File: src/rtl/rdma_read_engine.sv
// AXI4 read-DMA master: fetches a byte range with INCR bursts into a stream FIFO and
// emits it as AXI4-Stream. Optional RRESP/RLAST checking enabled by RDMA_ERR_CHECK_EN.
module rdma_read_engine #(
  parameter int unsigned ADDR_WIDTH = 32,
  parameter int unsigned DATA_WIDTH = 32,
  parameter int unsigned MAX_BURST  = 16,
  parameter int unsigned FIFO_DEPTH = 32
) (
  input  logic                  ACLK,
  input  logic                  ARESET,
  input  logic                  ap_start,
  output logic                  ap_ready,
  output logic                  ap_done,
  output logic                  ap_idle,
  input  logic [31:0]           rdma_transfer_byte,
  input  logic [ADDR_WIDTH-1:0] rdma_mem_ptr,
  output logic [ADDR_WIDTH-1:0] M_AXI_ARADDR,
  output logic [7:0]            M_AXI_ARLEN,
  output logic [2:0]            M_AXI_ARSIZE,
  output logic [1:0]            M_AXI_ARBURST,
  output logic                  M_AXI_ARVALID,
  input  logic                  M_AXI_ARREADY,
  input  logic [DATA_WIDTH-1:0] M_AXI_RDATA,
  input  logic [1:0]            M_AXI_RRESP,
  input  logic                  M_AXI_RLAST,
  input  logic                  M_AXI_RVALID,
  output logic                  M_AXI_RREADY,
  output logic [DATA_WIDTH-1:0] M_AXIS_TDATA,
  output logic                  M_AXIS_TVALID,
  input  logic                  M_AXIS_TREADY,
  output logic                  M_AXIS_TLAST,
  output logic                  rdma_err
);

  localparam int unsigned BYTES = DATA_WIDTH / 8;
  localparam int unsigned SIZE  = $clog2(BYTES);
  localparam int unsigned ALIGN = $clog2(MAX_BURST * BYTES);
  localparam int unsigned PW    = $clog2(FIFO_DEPTH);
  localparam int unsigned CW    = PW + 1;

  typedef enum logic [2:0] {S_IDLE, S_AR, S_R, S_DRAIN, S_DONE} state_t;

  state_t                r_state, w_next;
  logic                  r_ap_ready, r_ap_done, r_ap_idle;
  logic                  r_arvalid, r_rready;
  logic [ADDR_WIDTH-1:0] r_addr;
  logic [7:0]            r_arlen;
  logic [31:0]           r_rem, r_total, r_out_idx;
  logic [DATA_WIDTH-1:0] r_mem [FIFO_DEPTH];
  logic [PW-1:0]         r_wr_ptr, r_rd_ptr;
  logic [CW-1:0]         r_count;
  logic                  r_tvalid, r_tlast;
  logic [DATA_WIDTH-1:0] r_tdata;

  logic                  w_start, w_ar_hs, w_r_hs, w_last_hs, w_push, w_pop, w_last_burst;
  logic [31:0]           w_beats, w_idx_nxt;
  logic [8:0]            w_burst;
  logic [CW-1:0]         w_free, w_cnt_nxt;
  logic [PW-1:0]         w_rd_nxt;
  logic [ADDR_WIDTH-1:0] w_aligned;
  logic                  w_unused;

  assign w_start      = (r_state == S_IDLE) && ap_start;
  assign w_ar_hs      = r_arvalid && M_AXI_ARREADY;
  assign w_r_hs       = M_AXI_RVALID && r_rready;
  assign w_last_hs    = w_r_hs && M_AXI_RLAST;
  assign w_push       = w_r_hs;
  assign w_pop        = r_tvalid && M_AXIS_TREADY;
  assign w_beats      = rdma_transfer_byte >> SIZE;
  assign w_aligned    = {rdma_mem_ptr[ADDR_WIDTH-1:ALIGN], {ALIGN{1'b0}}};
  assign w_burst      = (r_rem >= 32'(MAX_BURST)) ? 9'(MAX_BURST) : 9'(r_rem);
  assign w_free       = CW'(FIFO_DEPTH) - r_count;
  assign w_last_burst = (r_rem == (32'(r_arlen) + 32'd1));
  assign w_cnt_nxt    = r_count + CW'(w_push) - CW'(w_pop);
  assign w_rd_nxt     = r_rd_ptr + PW'(w_pop);
  assign w_idx_nxt    = r_out_idx + 32'(w_pop);

  always_ff @(posedge ACLK) begin
    if (ARESET) r_state <= S_IDLE;
    else        r_state <= w_next;
  end

  always_comb begin
    w_next = r_state;
    unique case (r_state)
      S_IDLE:  if (ap_start) w_next = (w_beats == 32'd0) ? S_DONE : S_AR;
      S_AR:    if (w_ar_hs) w_next = S_R;
      S_R:     if (w_last_hs) w_next = w_last_burst ? S_DRAIN : S_AR;
      S_DRAIN: if (r_count == '0) w_next = S_DONE;
      S_DONE:  w_next = S_IDLE;
      default: w_next = S_IDLE;
    endcase
  end

  // Control handshakes, burst address/length bookkeeping
  always_ff @(posedge ACLK) begin
    if (ARESET) begin
      r_ap_ready <= 1'b0;
      r_ap_done  <= 1'b0;
      r_ap_idle  <= 1'b1;
      r_arvalid  <= 1'b0;
      r_rready   <= 1'b0;
      r_addr     <= '0;
      r_arlen    <= '0;
      r_rem      <= '0;
      r_total    <= '0;
    end else begin
      r_ap_ready <= w_start;
      r_ap_done  <= (r_state == S_DONE);
      r_ap_idle  <= (w_next == S_IDLE);
      if (w_start) begin
        r_addr  <= w_aligned;
        r_rem   <= w_beats;
        r_total <= w_beats;
      end
      // Issue only when the whole burst is guaranteed to fit in the FIFO
      if ((r_state == S_AR) && !r_arvalid && (32'(w_free) >= 32'(w_burst))) begin
        r_arvalid <= 1'b1;
        r_arlen   <= 8'(w_burst - 9'd1);
      end else if (w_ar_hs) begin
        r_arvalid <= 1'b0;
      end
      if (w_ar_hs)        r_rready <= 1'b1;
      else if (w_last_hs) r_rready <= 1'b0;
      if (w_last_hs) begin
        r_addr <= r_addr + ((ADDR_WIDTH'(r_arlen) + ADDR_WIDTH'(1)) << SIZE);
        r_rem  <= r_rem - (32'(r_arlen) + 32'd1);
      end
    end
  end

  always_ff @(posedge ACLK) begin
    if (w_push) r_mem[r_wr_ptr] <= M_AXI_RDATA;
  end

  // FIFO pointers and registered stream head; bypass when the pushed beat becomes the head
  always_ff @(posedge ACLK) begin
    if (ARESET) begin
      r_wr_ptr  <= '0;
      r_rd_ptr  <= '0;
      r_count   <= '0;
      r_out_idx <= '0;
      r_tvalid  <= 1'b0;
      r_tlast   <= 1'b0;
      r_tdata   <= '0;
    end else begin
      if (w_push) r_wr_ptr <= r_wr_ptr + PW'(1);
      r_rd_ptr  <= w_rd_nxt;
      r_count   <= w_cnt_nxt;
      r_out_idx <= w_start ? 32'd0 : w_idx_nxt;
      r_tvalid  <= (w_cnt_nxt != '0);
      r_tlast   <= (w_cnt_nxt != '0) && (w_idx_nxt == (r_total - 32'd1));
      r_tdata   <= (w_push && (w_cnt_nxt == CW'(1))) ? M_AXI_RDATA : r_mem[w_rd_nxt];
    end
  end

`ifdef RDMA_ERR_CHECK_EN
  logic [8:0] r_beat;
  logic       r_err;

  // Sticky error on bad response or RLAST not matching the requested length
  always_ff @(posedge ACLK) begin
    if (ARESET) begin
      r_err  <= 1'b0;
      r_beat <= '0;
    end else begin
      if (w_start) r_err <= 1'b0;
      else if (w_r_hs && ((M_AXI_RRESP != 2'b00) ||
                          (M_AXI_RLAST != (r_beat == 9'(r_arlen)))))
        r_err <= 1'b1;
      if (w_ar_hs)     r_beat <= '0;
      else if (w_r_hs) r_beat <= r_beat + 9'd1;
    end
  end

  assign rdma_err = r_err;
  assign w_unused = ^rdma_mem_ptr[ALIGN-1:0];
`else
  assign rdma_err = 1'b0;
  assign w_unused = ^{M_AXI_RRESP, rdma_mem_ptr[ALIGN-1:0]};
`endif

  assign ap_ready      = r_ap_ready;
  assign ap_done       = r_ap_done;
  assign ap_idle       = r_ap_idle;
  assign M_AXI_ARADDR  = r_addr;
  assign M_AXI_ARLEN   = r_arlen;
  assign M_AXI_ARSIZE  = 3'(SIZE);
  assign M_AXI_ARBURST = 2'b01;
  assign M_AXI_ARVALID = r_arvalid;
  assign M_AXI_RREADY  = r_rready;
  assign M_AXIS_TDATA  = r_tdata;
  assign M_AXIS_TVALID = r_tvalid;
  assign M_AXIS_TLAST  = r_tlast;

endmodule

File: config.mk
export PLATFORM = sky130hd
export DESIGN_NAME = rdma_read_engine
export DESIGN_NICKNAME = d
export VERILOG_FILES = /design/src/rtl/rdma_read_engine.sv
export SDC_FILE = /design/constraint.sdc
export NUM_CORES = 2
export LEC_CHECK = 0
export BUFFER_PORTS_ARGS = -buffer_cell sky130_fd_sc_hd__buf_2
export CAP_MARGIN = 20
export CORE_ASPECT_RATIO = 0.6
export CORE_UTILIZATION = 50
export CTS_CLUSTER_SIZE = 10
export DETAILED_ROUTE_END_ITERATION = 6
export GPL_ROUTABILITY_DRIVEN = 0
export PLACE_DENSITY = 0.65
export SETUP_SLACK_MARGIN = 0.4
export SKIP_CTS_REPAIR_TIMING = 1
export SLEW_MARGIN = 20
export SYNTH_ARGS = -nofsm -noshare
export SYNTH_HDL_FRONTEND = slang
export SYNTH_SLANG_ARGS = --single-unit
File: constraint.sdc
create_clock -name ACLK -period 4.1 [get_ports ACLK]
set_input_delay 0.41 -clock ACLK [delete_from_list [all_inputs] [get_ports ACLK]]
set_output_delay 0.41 -clock ACLK [all_outputs]
set_load 0.01 [all_outputs]
==> results.md <==
- TritonCTS sink count: 1214
- Required @ worst endpoint: 4.76 ns
- Core Area: 96670 µm²
- Drt initial violations: 3355
- Total Routing Usage GR: 0.2554
- Largest net degree at the start of global routing: 72
- Final #Nets: 3220
- CTS buffer count: 140
- Crit Path Max Fanout: 5
- Synth area leaders: edfxtp_1 63%, mux4_2 15%, dfxtp_1 7.8%
- Vias post-DR: 27750
- Worst Setup Start Kind: register
- VDD IR max: 0.4785 mV
- Fmax: 260.9 MHz
- Sw Share: 0.2462
- Count leader, synth: edfxtp_1
- Final-report hold violation count: 2
- CTS root buf: clkbuf_16
- Clock share of power: 0.382
- Port Buf Inserts: 171
- Setup ws final: 0.2674 ns
- Seq pwr share: 0.463
- Synth top area share: 0.6265
- Hold Path Cell Cnt: 3
- Post-placement worst setup slack: -0.07407 ns
- Relative slew margins: 0.3476
- Drt via density: 6.208
- Clock skew: 0.02796 ns
- Die Y: 244.7 µm
- Min Hold Slack: -0.009488 ns
- Final HPWL from detailed placement: 72.01 mm
- Static leakage: 18.89 nW
- Final worst path period share: 0.9348
- Syn Area/Cell: 17.88 µm²
- Number of routed nets with antenna violations: 0
- Die width: 406.5 µm
- FF-to-FF path depth: 18
- CTS tree: done
- Clock Tree Buf Depth: 3
- Residual DRC count: 0
- Final setup vio count: 0
- Netlist cell types: 73
- Power density over cell area: 519.0 nW/µm²
- Worst Path Arrival: 4.49 ns
- Layout cells sized above 1: 0.2730
- Vias in the first global route: 26980
- Synthesis-stage register bit count: 1214
- Initial Utilization: 0.5077
- Row count: 88
- Register area share after synthesis: 0.7040
- EDFF count, synth: 1024
- CP Class: register to register
- Asr flop ratio synth: 0
- Post-synth top cells: 1024 x edfxtp_1, 320 x mux4_2, 190 x dfxtp_1
- Yosys Warn Count: 0
- FILL cells: 7078
- Most area-hungry cell type in the Yosys netlist: edfxtp_1
- Syn Inst Count: 2745
- Post-Syn Area: 49080 µm²
- TritonRoute pass-1 iters: 5
- H-Tree Depth: 4
- RSZ-0062 raised after global routing: true
- Later-pin clock latency in the skew report: 0.76 ns
- Io pins: 190
- Overall routed net length: 126.3 mm
- Initial antenna violation count: 8
- Syn-to-layout area delta: 16.65%
- Max Cap Viol: 0
- HP Class: input port to register
- Die area: 99460 µm²
- Worst Max-Slew Pin Slew: 0.9787 ns
- Slew Limit Fails: 0
- Ys flop type: edfxtp_1
- Total global routing overflow: 0
- Min Clock Period, post-route: 3.833 ns
- WL/cell: 28.25 µm
- Violated checks: negative hold slack
- Net Switching: 0.007317 W
- Run status: finished, violations left
- Reg clk slew, reported paths: 0.06 ns
- Int Power: 0.02240 W
- Comb pwr share: 0.154
- Worst setup EP type: register
- First-pass GRT wire length: 182.3 mm
==> worst max-delay path, cell delays in order (launching register included) <==
cell	delay, ns
dfxtp_2	0.31
or4_4	0.57
nor4_4	0.25
nor2b_4	0.19
and2_4	0.15
nand4_1	0.15
nor3_4	0.28
buf_6	0.15
nand2_4	0.06
ha_4	0.27
a21o_1	0.11
a21o_1	0.12
a21o_1	0.11
a21o_1	0.12
a21oi_2	0.06
nor4_4	0.35
buf_4	0.20
nor2_1	0.05
a311oi_1	0.22
==> registers in the layout, indices dropped and copies added (netlist names), 3 cells and up <==
register and flops:
M_AXIS_TDATA 32, M_AXI_ARADDR 30, M_AXI_ARLEN 8, r_count 6, r_mem 1024, r_out_idx 32
r_rd_ptr 5, r_rem 32, r_state 3, r_total 30, r_wr_ptr 5
==> through the flow <==
step | instance area [µm²] | utilization | setup TNS, ns | cells | power (W)
global placement | 52510 | 0.5432 | -0.003010 | 4180 | 0.01835
CTS | 56580 | 0.5853 | -0.2345 | 4417 | 0.02975
global route | 57250 | 0.5922 | 0 | 4469 | 0.03081
detailed placement | 52510 | 0.5432 | -0.1123 | 4180 | 0.01844
floorplan | 49160 | - | 0 | 2752 | 0.01714
finish | 57250 | 0.5922 | 0 | 4470 | 0.02972
==> cell type report <==
| type | instances | area, µm² | share of cell area |
|---|---|---|---|
| sequential | 1214 | 34560 | 0.6036 |
| multi-input combinational | 1348 | 14360 | 0.2508 |
| clock buffer | 221 | 3849 | 0.06722 |
| timing repair buffer | 320 | 2466 | 0.04308 |
| tap | 1305 | 1633 | 0.02852 |
| clock inverter | 16 | 220.2 | 0.003846 |
| inverter | 42 | 157.7 | 0.002754 |
| antenna | 4 | 10.01 | 0.0001748 |
==> worst paths after layout <==
path	slack [ns]	to	start
min	-0.009	M_AXI_ARADDR[14]	rdma_mem_ptr[14]
max reg2reg	0.27	M_AXI_ARLEN[3]	r_rem[18]
min reg2reg	0.48	r_rem[12]	r_rem[12]
max	0.27	M_AXI_ARLEN[3]	r_rem[18]
==> cells in the final DEF, fill, tap and decap left out, types with 12 or more instances in the layout <==
cell	instances
edfxtp_1	1024
nor2_1	150
o21ai_0	16
xnor2_1	65
buf_12	30
mux4_2	320
inv_1	41
a211oi_1	51
or3_1	17
nor2_4	34
clkbuf_16	141
nand3_1	34
a21oi_1	77
clkbuf_1	78
ha_1	41
and3_1	21
buf_4	77
a31oi_1	12
a311oi_1	25
xor2_1	42
nor3_1	24
dlygate4sd3_1	38
nand4_1	23
buf_2	170
o21bai_1	13
nor4_1	26
dfxtp_1	188
nand2_1	139
mux2i_1	35
==> power by group through the flow <==
stage | Sequential [W] | Clock (W) | Combinational (W)
2_1_floorplan | 0.0140 | 0 | 0.00314
6_report | 0.0138 | 0.0114 | 0.00459
3_3_place_gp | 0.0140 | 0 | 0.00436
5_1_grt | 0.0138 | 0.0121 | 0.00496
3_5_place_dp | 0.0140 | 0 | 0.00443
4_1_cts | 0.0137 | 0.0115 | 0.00446
==> layer usage <==
metal	up-vias	share of wire	track usage	wire length (µm)
met3	157	0.095	0.06007	12030
met4	8	0.019	0.06701	2338
met1	14520	0.44	0.3981	56070
met5	-	0.00044	0	55
li1	11690	-	-	-
met2	1382	0.44	0.3609	55790
==> logic make-up (layout without fill, tap and decap cells) <==
| group | count (synthesis) | in the layout | share of synthesized area |
|---|---|---|---|
| fa+ha+maj | 49 | 49 | 0.01295 |
| flops | 1214 | 1214 | 0.7040 |
| mux | 360 | 360 | 0.1551 |
| xor+xnor | 114 | 114 | 0.02062 |
| buf+inv | 190 | 599 | 0.01530 |
| simple gates | 555 | 555 | 0.05565 |
| other cells | 2 | 13 | 0.0001530 |
| compound gates | 261 | 261 | 0.03615 |
Note: power is estimated with default switching activity, not from simulation.
